File: src/rtl/hopfield_controller_pkg.sv
// Shared constants for the Hopfield PU controller: FSM state codes and
// a-register input select values.
package hopfield_controller_pkg;

   localparam int STATE_W = 4;

   localparam logic [3:0] ST_IDLE  = 4'd0;
   localparam logic [3:0] ST_INIT  = 4'd1;
   localparam logic [3:0] ST_LOAD0 = 4'd2;
   localparam logic [3:0] ST_LOAD1 = 4'd3;
   localparam logic [3:0] ST_LOAD2 = 4'd4;
   localparam logic [3:0] ST_LOAD3 = 4'd5;
   localparam logic [3:0] ST_MULT  = 4'd6;
   localparam logic [3:0] ST_ADD   = 4'd7;
   localparam logic [3:0] ST_WB    = 4'd8;
   localparam logic [3:0] ST_CHECK = 4'd9;
   localparam logic [3:0] ST_DONE  = 4'd10;

   // a_muxs select: 1 loads the a-registers from memory, 0 from PU new_value
   localparam logic SEL_MEM = 1'b1;
   localparam logic SEL_PU  = 1'b0;

endpackage

File: src/rtl/hopfield_controller_iter_counter.sv
// Saturating iteration counter with synchronous clear.
module iter_counter #(
   parameter int ITER_W = 8
) (
   input  logic              clk,
   input  logic              rst,
   input  logic              clr,
   input  logic              inc,
   output logic [ITER_W-1:0] count
);

   localparam logic [ITER_W-1:0] ITER_ONE = ITER_W'(1);

   // Count completed writebacks; stick at all-ones instead of wrapping
   always_ff @(posedge clk) begin
      if (rst || clr) begin
         count <= '0;
      end else if (inc && (count != '1)) begin
         count <= count + ITER_ONE;
      end
   end

endmodule

File: src/rtl/hopfield_controller.sv
// Moore FSM sequencing the 4-neuron PU datapath: load four X words from
// memory, iterate mult/add/writeback until convergence or the iteration cap,
// then present memory word 0 with done asserted.
module hopfield_controller
   import hopfield_controller_pkg::*;
#(
   parameter int ITER_W   = 8,
   parameter int MAX_ITER = 100
) (
   input  logic              clk,
   input  logic              rst,
   input  logic              start,
   input  logic              end_signal,
   output logic [1:0]        addr_mux,
   output logic              addr_rst,
   output logic              addr_cnt_en,
   output logic              addr_set,
   output logic              mem_r_en,
   output logic              a_muxs,
   output logic              a0_reg_en,
   output logic              a1_reg_en,
   output logic              a2_reg_en,
   output logic              a3_reg_en,
   output logic              pu_mult_regs_en,
   output logic              pu_add_regs_en,
   output logic              done,
   output logic              busy,
   output logic              timeout,
   output logic [ITER_W-1:0] iter_count
);

   localparam logic              CAP_EN  = (MAX_ITER != 0);
   localparam logic [ITER_W-1:0] CAP_VAL = ITER_W'(MAX_ITER);

   logic [STATE_W-1:0] state;
   logic [STATE_W-1:0] state_nxt;
   logic [3:0]         a_reg_en;
   logic               cap_hit;

   // The counter set path is never used, so its select and load stay idle
   assign addr_mux = 2'b00;
   assign addr_set = 1'b0;

   assign a0_reg_en = a_reg_en[0];
   assign a1_reg_en = a_reg_en[1];
   assign a2_reg_en = a_reg_en[2];
   assign a3_reg_en = a_reg_en[3];

   // iter_count already includes the WB of this iteration when CHECK looks at it
   assign cap_hit = CAP_EN && (iter_count == CAP_VAL);

   // Next-state logic; start is only looked at in IDLE and DONE
   always_comb begin
      state_nxt = state;
      case (state)
         ST_IDLE:  if (start) state_nxt = ST_INIT;
         ST_INIT:  state_nxt = ST_LOAD0;
         ST_LOAD0: state_nxt = ST_LOAD1;
         ST_LOAD1: state_nxt = ST_LOAD2;
         ST_LOAD2: state_nxt = ST_LOAD3;
         ST_LOAD3: state_nxt = ST_MULT;
         ST_MULT:  state_nxt = ST_ADD;
         ST_ADD:   state_nxt = ST_WB;
         ST_WB:    state_nxt = ST_CHECK;
         ST_CHECK: begin
            if (end_signal || cap_hit) state_nxt = ST_DONE;
            else                       state_nxt = ST_MULT;
         end
         ST_DONE:  if (!start) state_nxt = ST_IDLE;
         default:  state_nxt = ST_IDLE;
      endcase
   end

   // State register; reset aborts any run back to IDLE
   always_ff @(posedge clk) begin
      if (rst) state <= ST_IDLE;
      else     state <= state_nxt;
   end

   // Timeout flag: cleared at INIT, decided at the final CHECK, end_signal wins
   always_ff @(posedge clk) begin
      if (rst) begin
         timeout <= 1'b0;
      end else if (state == ST_INIT) begin
         timeout <= 1'b0;
      end else if (state == ST_CHECK) begin
         if (end_signal)   timeout <= 1'b0;
         else if (cap_hit) timeout <= 1'b1;
      end
   end

   iter_counter #(
      .ITER_W (ITER_W)
   ) u_iter_counter (
      .clk   (clk),
      .rst   (rst),
      .clr   (state == ST_INIT),
      .inc   (state == ST_WB),
      .count (iter_count)
   );

   // Moore output decode; everything not named for a state is 0
   always_comb begin
      addr_rst        = 1'b0;
      addr_cnt_en     = 1'b0;
      mem_r_en        = 1'b0;
      a_muxs          = SEL_PU;
      a_reg_en        = 4'b0000;
      pu_mult_regs_en = 1'b0;
      pu_add_regs_en  = 1'b0;
      done            = 1'b0;
      busy            = 1'b0;
      case (state)
         ST_INIT: begin
            addr_rst = 1'b1;
            busy     = 1'b1;
         end
         ST_LOAD0, ST_LOAD1, ST_LOAD2, ST_LOAD3: begin
            mem_r_en    = 1'b1;
            a_muxs      = SEL_MEM;
            addr_cnt_en = 1'b1;
            busy        = 1'b1;
            case (state)
               ST_LOAD0: a_reg_en = 4'b0001;
               ST_LOAD1: a_reg_en = 4'b0010;
               ST_LOAD2: a_reg_en = 4'b0100;
               default:  a_reg_en = 4'b1000;
            endcase
         end
         ST_MULT: begin
            pu_mult_regs_en = 1'b1;
            busy            = 1'b1;
         end
         ST_ADD: begin
            pu_add_regs_en = 1'b1;
            busy           = 1'b1;
         end
         ST_WB: begin
            a_muxs   = SEL_PU;
            a_reg_en = 4'b1111;
            busy     = 1'b1;
         end
         ST_CHECK: begin
            busy = 1'b1;
         end
         ST_DONE: begin
            done     = 1'b1;
            mem_r_en = 1'b1;
            addr_rst = 1'b1;
         end
         default: begin
            busy = 1'b0;
         end
      endcase
   end

endmodule

File: config.mk
export PLATFORM = sky130hd
export DESIGN_NAME = hopfield_controller
export DESIGN_NICKNAME = d
export VERILOG_FILES = /design/src/rtl/hopfield_controller_pkg.sv /design/src/rtl/hopfield_controller_iter_counter.sv /design/src/rtl/hopfield_controller.sv
export SDC_FILE = /design/constraint.sdc
export NUM_CORES = 1
export LEC_CHECK = 0
export CORE_UTILIZATION = 50
export DETAILED_ROUTE_END_ITERATION = 10
export DONT_BUFFER_PORTS = 1
export PLACE_DENSITY = 0.63
export SLEW_MARGIN = 20
export SYNTH_ARGS = -nofsm -noshare
export SYNTH_HDL_FRONTEND = slang
export SYNTH_SLANG_ARGS = --single-unit
export TNS_END_PERCENT = 30
File: constraint.sdc
create_clock -name clk -period 5.13 [get_ports clk]
set_clock_uncertainty 0.1 [all_clocks]
set_input_delay 1.539 -clock clk [delete_from_list [all_inputs] [get_ports clk]]
set_output_delay 1.539 -clock clk [all_outputs]
set_load 0.01 [all_outputs]
### Yosys cells after proc, flatten, opt, wreduce, memory -nomap -nowiden

Cells that the tools add are included.

| cells by class | value |
|---|---|
| $add $sub $neg | 1 |
| equal/unequal tests | 14 |
| multiplexer cells | 15 |
| reduce and logical (&&, ||, !) cells | 12 |

Operator list:

| cell | number |
|---|---|
| $pmux W4 S11 | 1 |
| $eq A4 B3 Y1 const B | 4 |
| $eq A4 B4 Y1 const B | 3 |
| $mux W4 | 3 |
| $pmux W4 S3 | 1 |
| $mux W1 | 9 |
| $reduce_or A9 Y1 | 1 |
| $add A8 B1 Y8 const B | 1 |
| $eq A4 B2 Y1 const B | 2 |
| $eq A8 B7 Y1 const B | 1 |
| $ne A8 B8 Y1 const B | 1 |
| $pmux W4 S2 | 1 |
| $reduce_or A5 Y1 | 1 |
| $eq A4 B1 Y1 const B | 1 |
| $logic_not A4 Y1 | 1 |
| $ne A2 B2 Y1 const B | 2 |
| $reduce_and A2 Y1 | 2 |
| $reduce_or A2 Y1 | 2 |
| $reduce_or A4 Y1 | 1 |
| $logic_or A1 B1 Y1 | 2 |
| $reduce_bool A2 Y1 | 1 |
| $logic_and A1 B1 Y1 | 1 |

| storage, ports and cells | value |
|---|---|
| register bits after elaboration | 13 |
| logic and storage cells | 45 |

### Logic depth before layout (Yosys ltp)

Gate-level depths: netlist (run 1).

| logic depth | value |
|---|---|
| depth after elaboration | 4 |
| depth in mapped cells | 6 |
| gate-level depth less buffers | 6 |

### Cells and area by module

A second synthesis (run 1) with hierarchy kept.

| second synthesis, totals | value |
|---|---|
| cells, all modules | 116 |
| area total of the unflattened synthesis | 937.1 um2 |

Modules (own cells, without submodules):

| module | instances | cells each | area an instance (um2) | sequential area each (um2) |
|---|---|---|---|---|
| hopfield_controller | 1 | 68 | 515.5 | 100.1 |
| iter_counter | 1 | 48 | 421.7 | 160.2 |

### Worst setup path after synthesis (run 1)

No wires, ideal clock.

| path | value |
|---|---|
| path kind | reg2out |
| start | register state[1] |
| end | output addr_rst |
| data arrival time | 1.377 ns |
| required time | 3.491 ns |
| setup slack | 2.114 ns |
| stages on the path, launching flop included | 7 |
| cells stage by stage | dfxtp_1 -> clkbuf_1 -> clkbuf_1 -> inv_1 -> nor3b_1 -> a21oi_1 -> nor2_1 |

| between the ends | value |
|---|---|
| longest elaborated chain between the ends | 3 |
| elaborated cells between the ends (all ways) | 4 |
| those cells by class | eq/ne: 2; mux: 1; reduce/logical: 1 |

Ends and longest elaborated chain:

| element | RTL line | RTL |
|---|---|---|
| from (decl) | hopfield_controller.sv:35 | `logic [STATE_W-1:0] state;` |
| from (signal assigned) | hopfield_controller.sv:77 | `else state <= state_nxt;` |
| $eq A4 B4 Y1 or $eq A4 B1 Y1 (tied branches) | hopfield_controller.sv:113 | `case (state)` |
| $reduce_or A2 Y1 (no line) * | n/a |  |
| $mux W1 * | hopfield_controller.sv:113 |  |
| to (decl) | hopfield_controller.sv:15 | `output logic addr_rst,` |

Mark *: on every way between the ends. The rest lies on a longest branch, timed or not.

### Final worst setup path (run 1)

| path | value |
|---|---|
| start | register state[2] |
| end | output mem_r_en |

| between the ends | value |
|---|---|
| longest elaborated chain between the ends | 3 |
| elaborated cells between the ends (all ways) | 7 |
| those cells by class | eq/ne: 5; mux: 1; reduce/logical: 1 |

Ends and longest elaborated chain:

| element | RTL line | RTL |
|---|---|---|
| $eq A4 B3 Y1, or another cell as far along | hopfield_controller.sv:113 |  |
| $reduce_or A5 Y1 (no line) * | n/a |  |
| $mux W1 * | hopfield_controller.sv:113 |  |
| to (decl) | hopfield_controller.sv:18 | `output logic mem_r_en,` |

Marked as above.

==> results of run 1 <==
## layout by cell type, fill, tap and decap left out, drive strengths merged, types with 2 or more instances in the layout
cell	synthesis	routed
nor3	3	3
dfxtp	13	13
o21ai	3	3
nor4b	3	3
clkbuf	6	4
ha	2	2
nor2	15	15
nand4	3	3
xnor2	4	4
and2	3	3
nand3	2	2
nor3b	2	2
o211ai	2	2
conb	1	3
nand2	3	3
and3	3	3
a21oi	7	7
inv	6	6
or2	2	2
xor2	6	6
nor4	3	3
## report_power, final
| part | leakage (nW) | internal (W) | switching (W) |
|---|---|---|---|
| registers | 0.105 | 0.000103 | 0.00000891 |
| clock network | 0.0150 | 0.0000301 | 0.0000320 |
| logic | 0.213 | 0.00000871 | 0.0000143 |
| total | 0.333 | 0.000142 | 0.0000552 |
## state kept, by name, indices dropped and copies added, names as in the netlist
name,cells
state,4
timeout,1
u_iter_counter.count,8
## critical path: stages, from the launching register on
cell and delay, ns:
dfxtp_1 0.73, xnor2_1 0.14, nor2_1 0.36, or2_1 0.22
## final timing paths
check	start	endpoint	slack, ns	cells after the start
worst min-delay path	timeout	timeout	0.42	2
worst max register to register	state[3]	u_iter_counter.count[7]	3.11	4
worst min register to register	timeout	timeout	0.42	2
worst max-delay path	state[2]	mem_r_en	1.77	3
## layout make-up
| cell class | instances | area [um2] | share of cell area [%] |
|---|---|---|---|
| Tap cell | 16 | 20.0 | 2.33 |
| Inverter | 6 | 22.5 | 2.62 |
| Multi-Input combinational cell | 81 | 529 | 61.7 |
| Sequential cell | 13 | 260 | 30.3 |
| Clock buffer | 4 | 26.3 | 3.06 |
## per-stage QoR
step	power [W]	hold slack (ns)
after floorplan	0.000138	0.391
after global placement	0.000137	0.405
after detailed placement	0.000137	0.406
after CTS	0.000200	0.420
after global routing	0.000210	0.437
final	0.000197	0.420
## cell families after synthesis
| family | count (synthesis) | share of synthesized area [%] |
|---|---|---|
| adders and majority gates | 2 | 2.86 |
| and+or+nand+nor | 47 | 31.4 |
| DFF | 13 | 29.8 |
| muxes | 1 | 1.15 |
| other | 1 | 0.429 |
| buffers and inverters | 18 | 10.5 |
| AOI/OAI and AO/OA | 18 | 13.9 |
| xor gates and xnor gates | 10 | 10.0 |
## metal layers
metal  GRT usage (%)  vias to the layer above  share of wire [%]  routed length (um)
met2            22.7                       22                 42                 688
met1            28.6                      319                 51                 818
met5               0                        -                  0                   0
li1                -                      370                  -                   -
met3            8.33                        0                6.9                 112
met4            1.88                        0                  0                   0
==> out/qor.json, run 1 <==
{
  "post_synth_most_frequent_cells": {"value": "nor2_1 (15), dfxtp_1 (13), a21oi_1 (7)"},
  "portBuffers": {"value": 0},
  "layout-drive-gt1-share": {"value": 5.77, "unit": "%"},
  "worstPathRequired": {"value": 3.49, "unit": "ns"},
  "power-per-cell-area": {"value": 229, "unit": "mW/mm2"},
  "grt_max_degree": {"value": 19},
  "post_dp_cell_area": {"value": 832, "unit": "um2"},
  "worst-path-max-fanout": {"value": 17},
  "dieArea": {"value": 0.00192, "unit": "mm2"},
  "vias_per_cell": {"value": 5.93},
  "y_dimension_of_the_die": {"value": 43.8, "unit": "um"},
  "worstPathArrival": {"value": 1.73, "unit": "ns"},
  "maxCapViolCount": {"value": 0},
  "synth_seq_area_share": {"value": 29.8, "unit": "%"},
  "clock_tree.buffer_depth": {"value": 2},
  "synth.yosys.warnings": {"value": 0},
  "post_cts.resized_instances": {"value": 0},
  "finalCoreUtilization": {"value": 54.4, "unit": "%"},
  "place.detailed.instances": {"value": 116},
  "hpwl": {"value": 1170, "unit": "um"},
  "chipWidth": {"value": 43.8, "unit": "um"},
  "peakVddDrop": {"value": 0.000187, "unit": "V"},
  "route.detailed.wl_per_inst": {"value": 13.5, "unit": "um"},
  "clkTransAtPathRegs": {"value": 0.08, "unit": "ns"},
  "yosysUniqueCellTypes": {"value": 39},
  "core_region": {"value": 0.00158, "unit": "mm2"},
  "detail_route.iter0.violations": {"value": 14},
  "setup_repair_bufs_after_cts": {"value": 0},
  "antenna-diode-count": {"value": 0},
  "grt-ovfl-total": {"value": 0},
  "worst-setup-path-type": {"value": "reg2out"},
  "outcome": {"value": "complete, but fails checks"},
  "worst_setup_path_end_kind": {"value": "primary output"},
  "maxClockFrequency": {"value": 297, "unit": "MHz"},
  "htree_num_levels": {"value": 1},
  "total_number_of_clock_tree_sinks": {"value": 13},
  "startpoint_type": {"value": "flip-flop"},
  "floorplan.rows": {"value": 14},
  "pre_cts_slack": {"value": 2.06, "unit": "ns"},
  "min_period": {"value": 3.36, "unit": "ns"},
  "synth_top_area_share": {"value": 29.8, "unit": "%"},
  "final_net_count": {"value": 111},
  "final.setup.tns": {"value": 0, "unit": "ns"},
  "finalHoldViolCount": {"value": 0},
  "setup_viol": {"value": 0},
  "final_cell_count_no_fill": {"value": 120},
  "final_cell_area": {"value": 858, "unit": "um2"},
  "report.final.slew_viol_count": {"value": 0},
  "antenna_left": {"value": 0},
  "drc_errors": {"value": 2},
  "cts-buffers-inserted": {"value": 3},
  "grt_first_pass_wirelength": {"value": 2610, "unit": "um"},
  "insertion_delay": {"value": 0.27, "unit": "ns"},
  "synthesis.area_per_instance": {"value": 7.94, "unit": "um2"},
  "yosys_register_bits": {"value": 13},
  "synth_async_sr_flop_share": {"value": 0, "unit": "%"},
  "tightestPinTransition": {"value": 0.638, "unit": "ns"},
  "holdBufCountCts": {"value": 0},
  "relSlewSlack": {"value": 57.4, "unit": "%"},
  "drt-total-wl": {"value": 1620, "unit": "um"},
  "areaGrowthSynthToFinish": {"value": -1.72, "unit": "%"},
  "starting_density": {"value": 55.4, "unit": "%"},
  "post-synth-top-count-cell": {"value": "nor2_1"},
  "drt-pass1-iter-count": {"value": 7},
  "synth.area.top_cells": {"value": "dfxtp_1 (30%), nor2_1 (6.4%), xor2_1 (6.0%)"},
  "synth.largest_area_cell": {"value": "dfxtp_1"},
  "cts_tree": {"value": "built"},
  "first_global_vias": {"value": 548},
  "failed_checks": {"value": "DRC"},
  "rsz0062_at_grt": {"value": "false"},
  "track_usage": {"value": 18.2, "unit": "%"},
  "num_io_pins": {"value": 28},
  "number_of_cells_produced_by_synthesis": {"value": 110},
  "timing.final.ws_setup": {"value": 1.77, "unit": "ns"},
  "num_vias": {"value": 711},
  "initial_antenna_violation_count": {"value": 0},
  "min_period_over_period": {"value": 65.6, "unit": "%"},
  "synth-edff-count": {"value": 0},
  "synth-main-ff-cell": {"value": "dfxtp_1"},
  "layout.filler_cells": {"value": 148},
  "routabilityCongestion": {"value": 0.753},
  "clock_tree.root_cell": {"value": "clkbuf_4"},
  "leakage_component_of_the_power": {"value": 0.333, "unit": "nW"},
  "worstHoldPathType": {"value": "reg2reg"},
  "synth.cell_area": {"value": 873, "unit": "um2"}
}
Power figures use the tool's default switching activity.
==> run 2, diff against run 1 <==
--- a/config.mk
+++ b/config.mk
@@ -8,7 +8,7 @@
 export CORE_UTILIZATION = 50
 export DETAILED_ROUTE_END_ITERATION = 10
 export DONT_BUFFER_PORTS = 1
-export PLACE_DENSITY = 0.63
+export PLACE_DENSITY = 0.66
 export SLEW_MARGIN = 20
 export SYNTH_ARGS = -nofsm -noshare
 export SYNTH_HDL_FRONTEND = slang
==> constraint.sdc (replaced) <==
create_clock -name clk -period 2.7 [get_ports clk]
set_clock_uncertainty 0.1 [all_clocks]
set_input_delay 0.81 -clock clk [delete_from_list [all_inputs] [get_ports clk]]
set_output_delay 0.81 -clock clk [all_outputs]
set_load 0.01 [all_outputs]
==> run 2 against run 1 <==
Net effect: the run now ends clean; largest power group unchanged; register-to-register slack worse by 2.3 ns; critical path depth unchanged; hold slack worse by 0.0040 ns; count of clock-buffer cells in the layout unchanged; cell area up 2.8%; wire length down 0.43%; via count up 3.2%; core utilization up 1.5 points; sequential power up 88%; global-route usage down 0.53 points; cell count up 2.5%.
==> out/qor.json, run 2 (same netlist as run 1, synthesis figures left out) <==
{
  "total_number_of_clock_tree_sinks": {"value": 13},
  "min_delay_path_depth": {"value": 2},
  "final.setup.tns": {"value": 0, "unit": "ns"},
  "worstHoldPathType": {"value": "reg2reg"},
  "num_vias": {"value": 734},
  "min_period": {"value": 2.44, "unit": "ns"},
  "pre_cts_slack": {"value": 0.497, "unit": "ns"},
  "dieArea": {"value": 0.00192, "unit": "mm2"},
  "route.detailed.wl_per_inst": {"value": 13.1, "unit": "um"},
  "portBuffers": {"value": 0},
  "worstPathRequired": {"value": 1.79, "unit": "ns"},
  "post_dp_cell_area": {"value": 855, "unit": "um2"},
  "min_period_over_period": {"value": 90.3, "unit": "%"},
  "worst-setup-path-type": {"value": "reg2out"},
  "vias_per_cell": {"value": 5.97},
  "power-per-cell-area": {"value": 433, "unit": "mW/mm2"},
  "drt-pass1-iter-count": {"value": 4},
  "rsz0062_at_grt": {"value": "false"},
  "top_regs": {"value": "u_iter_counter.count x8, state x4, timeout x1"},
  "grt-ovfl-total": {"value": 0},
  "leakage_component_of_the_power": {"value": 0.349, "unit": "nW"},
  "drt-total-wl": {"value": 1610, "unit": "um"},
  "intPower": {"value": 0.000273, "unit": "W"},
  "cts-buffers-inserted": {"value": 3},
  "finalHoldViolCount": {"value": 0},
  "final_net_count": {"value": 114},
  "commonest_cells_after_routing_fill_and_taps_aside": {"value": "nor2_1 (15), dfxtp_1 (12), a21oi_1 (7), inv_1 (6), xor2_1 (6)"},
  "areaGrowthSynthToFinish": {"value": 1.00, "unit": "%"},
  "insertion_delay": {"value": 0.28, "unit": "ns"},
  "netSwitchingPower": {"value": 0.000109, "unit": "W"},
  "peakVddDrop": {"value": 0.000288, "unit": "V"},
  "maxCapViolCount": {"value": 0},
  "y_dimension_of_the_die": {"value": 43.8, "unit": "um"},
  "num_io_pins": {"value": 28},
  "cts_tree": {"value": "built"},
  "initial_antenna_violation_count": {"value": 0},
  "clock_tree.root_cell": {"value": "clkbuf_4"},
  "track_usage": {"value": 17.7, "unit": "%"},
  "floorplan.rows": {"value": 14},
  "p_clk_share": {"value": 31.9, "unit": "%"},
  "routabilityCongestion": {"value": 0.743},
  "grt_max_degree": {"value": 18},
  "power_frac_comb": {"value": 13.2, "unit": "%"},
  "chipWidth": {"value": 43.8, "unit": "um"},
  "htree_num_levels": {"value": 1},
  "worst_setup_path_end_kind": {"value": "primary output"},
  "power_switching_share": {"value": 28.5, "unit": "%"},
  "antenna-diode-count": {"value": 0},
  "core_region": {"value": 0.00158, "unit": "mm2"},
  "p_seq_share": {"value": 54.9, "unit": "%"},
  "clock_tree.buffer_depth": {"value": 2},
  "relSlewSlack": {"value": 66.3, "unit": "%"},
  "holdBufCountCts": {"value": 0},
  "maxClockFrequency": {"value": 410, "unit": "MHz"},
  "place.detailed.instances": {"value": 119},
  "starting_density": {"value": 55.4, "unit": "%"},
  "setup_viol": {"value": 0},
  "clkTransAtPathRegs": {"value": 0.08, "unit": "ns"},
  "timing.reg2reg.worst_path_depth": {"value": 5},
  "final_cell_count_no_fill": {"value": 123},
  "mostFrequentLayoutCell": {"value": "nor2_1"},
  "hpwl": {"value": 1150, "unit": "um"},
  "first_global_vias": {"value": 540},
  "outcome": {"value": "completed"},
  "tightestPinTransition": {"value": 0.498, "unit": "ns"},
  "report.final.slew_viol_count": {"value": 0},
  "detail_route.iter0.violations": {"value": 11},
  "timing.final.ws_setup": {"value": 0.261, "unit": "ns"},
  "worst-path-max-fanout": {"value": 14},
  "worstPathArrival": {"value": 1.53, "unit": "ns"},
  "startpoint_type": {"value": "flip-flop"},
  "layout-drive-gt1-share": {"value": 9.35, "unit": "%"},
  "layout.filler_cells": {"value": 156},
  "antenna_left": {"value": 0},
  "drc_errors": {"value": 0},
  "grt_first_pass_wirelength": {"value": 2560, "unit": "um"},
  "largest_register_ffs": {"value": 8},
  "regMostFlops": {"value": "u_iter_counter.count"},
  "final_cell_area": {"value": 882, "unit": "um2"}
}
-- run 2: cell type report --
type / instances / area [um2] / area share [%]
Clock buffer: 4 / 26.3 / 2.98
Inverter: 6 / 22.5 / 2.55
Multi-Input combinational cell: 81 / 529 / 60.0
Sequential cell: 13 / 262 / 29.6
Tap cell: 16 / 20.0 / 2.27
Timing Repair Buffer: 3 / 22.5 / 2.55
-- run 2: power groups by stage --
stage | Combinational (W) | Clock, W | Sequential [W]
after floorplan | 0.0000609 | 0 | 0.000202
final | 0.0000504 | 0.000122 | 0.000210
after detailed placement | 0.0000507 | 0 | 0.000214
after CTS | 0.0000506 | 0.000126 | 0.000209
after global placement | 0.0000500 | 0 | 0.000213
after global routing | 0.0000567 | 0.000134 | 0.000211
-- run 2: what timing repair did --
action | 4_1_cts | 5_1_grt
setup endpoints to repair | 0 | 1
hold endpoints to repair | 0 | 0
resized for setup | 0 | 1
setup buffers | 0 | 0
-- run 2: path summary, 6_finish.rpt --
| kind | from | to | slack, ns |
|---|---|---|---|
| worst max-delay path | state[0] | mem_r_en | 0.26 |
| worst min-delay path | timeout | timeout | 0.42 |
| worst max register to register | state[2] | u_iter_counter.count[7] | 0.83 |
| worst min register to register | timeout | timeout | 0.42 |
-- run 2: per-stage QoR --
stage / power (W) / hold WS [ns] / util (%)
2_1_floorplan: 0.000263 / 0.391 / -
3_3_place_gp: 0.000263 / 0.407 / 54.2
3_5_place_dp: 0.000264 / 0.406 / 54.2
4_1_cts: 0.000386 / 0.420 / 55.9
5_1_grt: 0.000402 / 0.447 / 56.0
6_report: 0.000382 / 0.416 / 56.0
-- run 2: metal layers --
metal / GRT usage (%) / wire [um] / vias up
met4: 3.75 / 7 / 0
met3: 7.50 / 109 / 2
met5: 0 / 0 / -
met2: 21.5 / 692 / 24
li1: - / - / 370
met1: 27.8 / 802 / 338
-- run 2: critical path, cell delays in order (launching register included) --
cell and delay (ns):
dfxtp_1 0.63, nor3b_1 0.14, and2_1 0.23, or2_1 0.26
==> RTL change 1 (settings of run 2) <==
The package constant `STATE_W` goes from 4 to 6.
--- a/src/rtl/hopfield_controller_pkg.sv
+++ b/src/rtl/hopfield_controller_pkg.sv
@@ -2,7 +2,7 @@
 // a-register input select values.
 package hopfield_controller_pkg;
 
-   localparam int STATE_W = 4;
+   localparam int STATE_W = 6;
 
    localparam logic [3:0] ST_IDLE  = 4'd0;
    localparam logic [3:0] ST_INIT  = 4'd1;
Behaviour: same outputs for any inputs over 10 cycles, from zero or initial values and one cycle with rst high; that may be too few to reach the edited logic, so the function may still have changed.
==> RTL change 1 against run 2 <==
The flow now finishes with violations (design-rule violations). Synthesized cell count decreased by 0.91%. Power decreased by 1.3%. Setup slack got worse by 81 ps. Sequential share of layout area decreased by 0.14 points. Area after synthesis decreased by 0.43%. Sequential cell count unchanged. Design area unchanged. Wire length increased by 11%. Largest cell class unchanged. Largest power group unchanged. Highest routed layer unchanged.
==> RTL change 1: results (changes against run 2) <==
stage,metric,value,unit,change
status,run_status,"complete, but fails checks",,
status,violations,design-rule violations,,
routing,drtIter0Drc,29,,+18
synth,yosys.area_share.xor_xnor,8.058,%,-2.0 points
synth,ys_warn_count,0,,unchanged
pwr,swShare,28.35,%,-0.17 points
synth,yosys-top-cells-area,"dfxtp_1, nor2_1, xnor2_1",,
routing,vias,765,,+4.2%
placement,post-dp-hpwl,1.323,mm,+15%
pwr,p_clk_share,31.6,%,-0.3 points
synth,syn_area_per_cell,7.978,um^2,+0.48%
worst_setup_path,arrival,1610,ps,+80 ps
worst_setup_path,rr_startpoint,state[3],,
routing,dr.pass1.iters,7,,+3
placement,placed_area,855.8,um^2,+0.15%
synth,synth_common_cells,"nor2_1, dfxtp_1, a21oi_1",,
global_route,grt_pass1_wl,2.994,mm,+17%
placement,gp_congestion,0.8135,,+9.5%
global_route,grt_max_degree,17,,-1
global_route,grt_pass1_vias,621,,+15%
pwr,cellLeakagePower,0.2943,nW,-16%
layout,fillCellCount,148,,-5.1%
pwr,irDropWorstVdd,338.6,uV,+18%
routing,drcViolationCount,1,,+1
synth,yosysSeqAreaShare,29.93,%,+0.13 points
synth,synthAdderAreaFrac,2.878,%,+0.012 points
pwr,pg_seq,205,uW,-2%
worst_setup_path,crit_fanout,16,,+2
clock_network,post-cts-setup-buffer-count,0,,unchanged
synth,synthMuxAreaShare,1.151,%,+0.0049 points
pwr,switching_power,106.9,uW,-1.9%
clock_network,cts_root_buf,clkbuf_4,,
global_route,grt_usage,21.50,%,+3.8 points
synth,ys_types,40,,+2.6%
clock_network,tritoncts.num_buffers,3,,unchanged
layout,drive_above_1_share,6.542,%,-2.8 points
-- RTL change 1: final timing paths --
path	end	slack [ps]	cells past startpoint
max	a2_reg_en	180	2
min	timeout	460	2
max reg2reg	u_iter_counter.count[6]	770	4
min reg2reg	timeout	460	2
-- RTL change 1: layout make-up --
cell class	count	area, um^2	area share, %
well taps	16	20.02	2.270
multi-input cells	84	549.3	62.27
flip-flops and latches	13	260.3	29.50
inverters	5	18.77	2.128
clock buffers	4	26.28	2.979
repair buffers	1	7.507	0.8511
-- RTL change 1: logic make-up (layout without fill, tap and decap cells) --
family	Yosys count	count (layout)
compound gates	24	24
other cells	1	3
fa+ha+maj	2	2
flops	13	13
xor+xnor	8	8
simple gates	46	46
mux	1	1
buf+inv	14	10
-- RTL change 1: per-layer routing --
layer	GRT usage [%]	share of wire (%)
met1	30.15	48
met2	31.04	45
met3	7.917	5.9
met4	5.625	0.84
met5	0	0
-- RTL change 1: worst max-delay path, stage by stage, from the launching register on --
cell      delay, ps
dfxtp_1         610
nand2b_1        230
a211oi_1        490
==> RTL change 2 (flow settings as in run 2) <==
Without the edit above. Reset style: asynchronous (`rst`), changed in 2 clocked blocks.
--- a/src/rtl/hopfield_controller.sv
+++ b/src/rtl/hopfield_controller.sv
@@ -72,13 +72,13 @@
    end
 
    // State register; reset aborts any run back to IDLE
-   always_ff @(posedge clk) begin
+   always_ff @(posedge clk or posedge rst) begin
       if (rst) state <= ST_IDLE;
       else     state <= state_nxt;
    end
 
    // Timeout flag: cleared at INIT, decided at the final CHECK, end_signal wins
-   always_ff @(posedge clk) begin
+   always_ff @(posedge clk or posedge rst) begin
       if (rst) begin
          timeout <= 1'b0;
       end else if (state == ST_INIT) begin
Formal check against the unedited RTL: differs if rst is asserted again (counterexample within 4 cycles, from zero or initial values and one cycle with rst high); with rst held inactive, the same outputs for 10 cycles.
==> RTL change 2 against run 2 <==
Area after synthesis is 2.4% higher. Sequential cell count stayed put. Design area is 3.7% higher. Wire length is 13% higher. Setup slack worse by 34 ps. Register-to-register slack worse by 50 ps.
Power is not compared: it rests on default switching activity, and its combinational part moved more than twofold at a synthesized area within 25%.
==> RTL change 2: results (changes against run 2) <==
stage,metric,value,unit,change
worst_setup_path,cp-startpoint,state[1],,
worst_setup_path,rr_startpoint,state[2],,
routing,wirelength_met1,871,um,+8.6%
layout,bufAreaShareNonClock,1.642,%,-0.91 points
worst_setup_path,critPathSlowestCell,dfrtp_2,,
routing,routed_wl,1.828,mm,+13%
layout,fillCellCount,147,,-5.8%
global_route,grt_pass1_vias,651,,+21%
synth,synth_common_cells,"nor2_1, a21oi_1, nand2_1",,
floorplan,die_area,0.001962,mm^2,+2.3%
layout,drive_above_1_share,8.850,%,-0.50 points
worst_setup_path,rrSetupSlack,780,ps,-50 ps
synth,syn_inst,115,,+4.5%
pwr,total_power,880.3,uW,
layout,buffers,2,,-1
routing,avgRoutedWirePerCell,13.34,um,+1.8%
synth,ys_types,38,,-2.6%
synth,yosysSeqAreaShare,31.89,%,+2.1 points
layout,final-clk-cell-share,2.873,%,-0.11 points
synth,ys_async_sr_fraction,38.46,%,+38 points
global_route,antenna_found_initial,0,,unchanged
min_path,hold_class,in2async,,
layout,area_delta_synth_final,2.238,%,
worst_setup_path,arrival,1560,ps,+30 ps
worst_setup_path,ff2ff_path_depth,4,,-1
routing,wl_met3,127,um,+17%
global_route,grt_usage,19.95,%,+2.3 points
layout,inverters_excl_clock,4,,-2
sta,maxSlewHeadroom,63.80,%,-2.5 points
placement,dp.cells,133,,+12%
sta,fmax,0.4043,GHz,-1.4%
placement,gp_congestion,0.7750,,+4.3%
routing,wl_met2,806,um,+16%
global_route,grt_pass1_wl,2.842,mm,+11%
layout,sh_seq_area,31.33,%,+1.7 points
layout,finalNetCount,120,,+5.3%
status,run_status,completed,,
placement,place_ws,431.6,ps,-65.28 ps
placement,placed_area,887.1,um^2,+3.8%
synth,yosys-top-cells-area,"dfxtp_1, dfrtp_1, nor2_1",,
worst_setup_path,slowest_delay,530,ps,-100 ps
worst_setup_path,crit_fanout,17,,+3
sta,worst_hold_slack,236.4,ps,-179.5 ps
routing,drtIter0Drc,12,,+1
layout,num-multi-input-gates,90,,+11%
-- RTL change 2: cell count changes in the layout (fill, tap and decap cells not counted), moves of 3 or more --
cell / run 2 / this run
xor2_1: 6 / 3
dfxtp_1: 12 / 8
nand2_1: 3 / 9
o21ai_0: 2 / 5
dfrtp_1: 0 / 4
nand2b_1: 1 / 5
-- RTL change 2: metal layers --
layer	GRT usage (%)	vias to the layer above
met2	29.12	32
li1	-	392
met5	0	-
met4	7.879	0
met1	26.72	376
met3	7.347	4
-- RTL change 2: cell families (layout without fill, tap and decap cells) --
kind of cell	count (synthesis)	after routing	share of synthesized area, %
AND/OR/NAND/NOR	57	57	35.66
AO/OA/AOI/OAI	21	21	13.71
buffers and inverters	14	10	8.391
flip-flops	13	13	31.89
XOR/XNOR	5	5	4.896
adder cells (fa/ha/maj)	2	2	2.797
multiplexers	2	2	2.238
other	1	3	0.4192
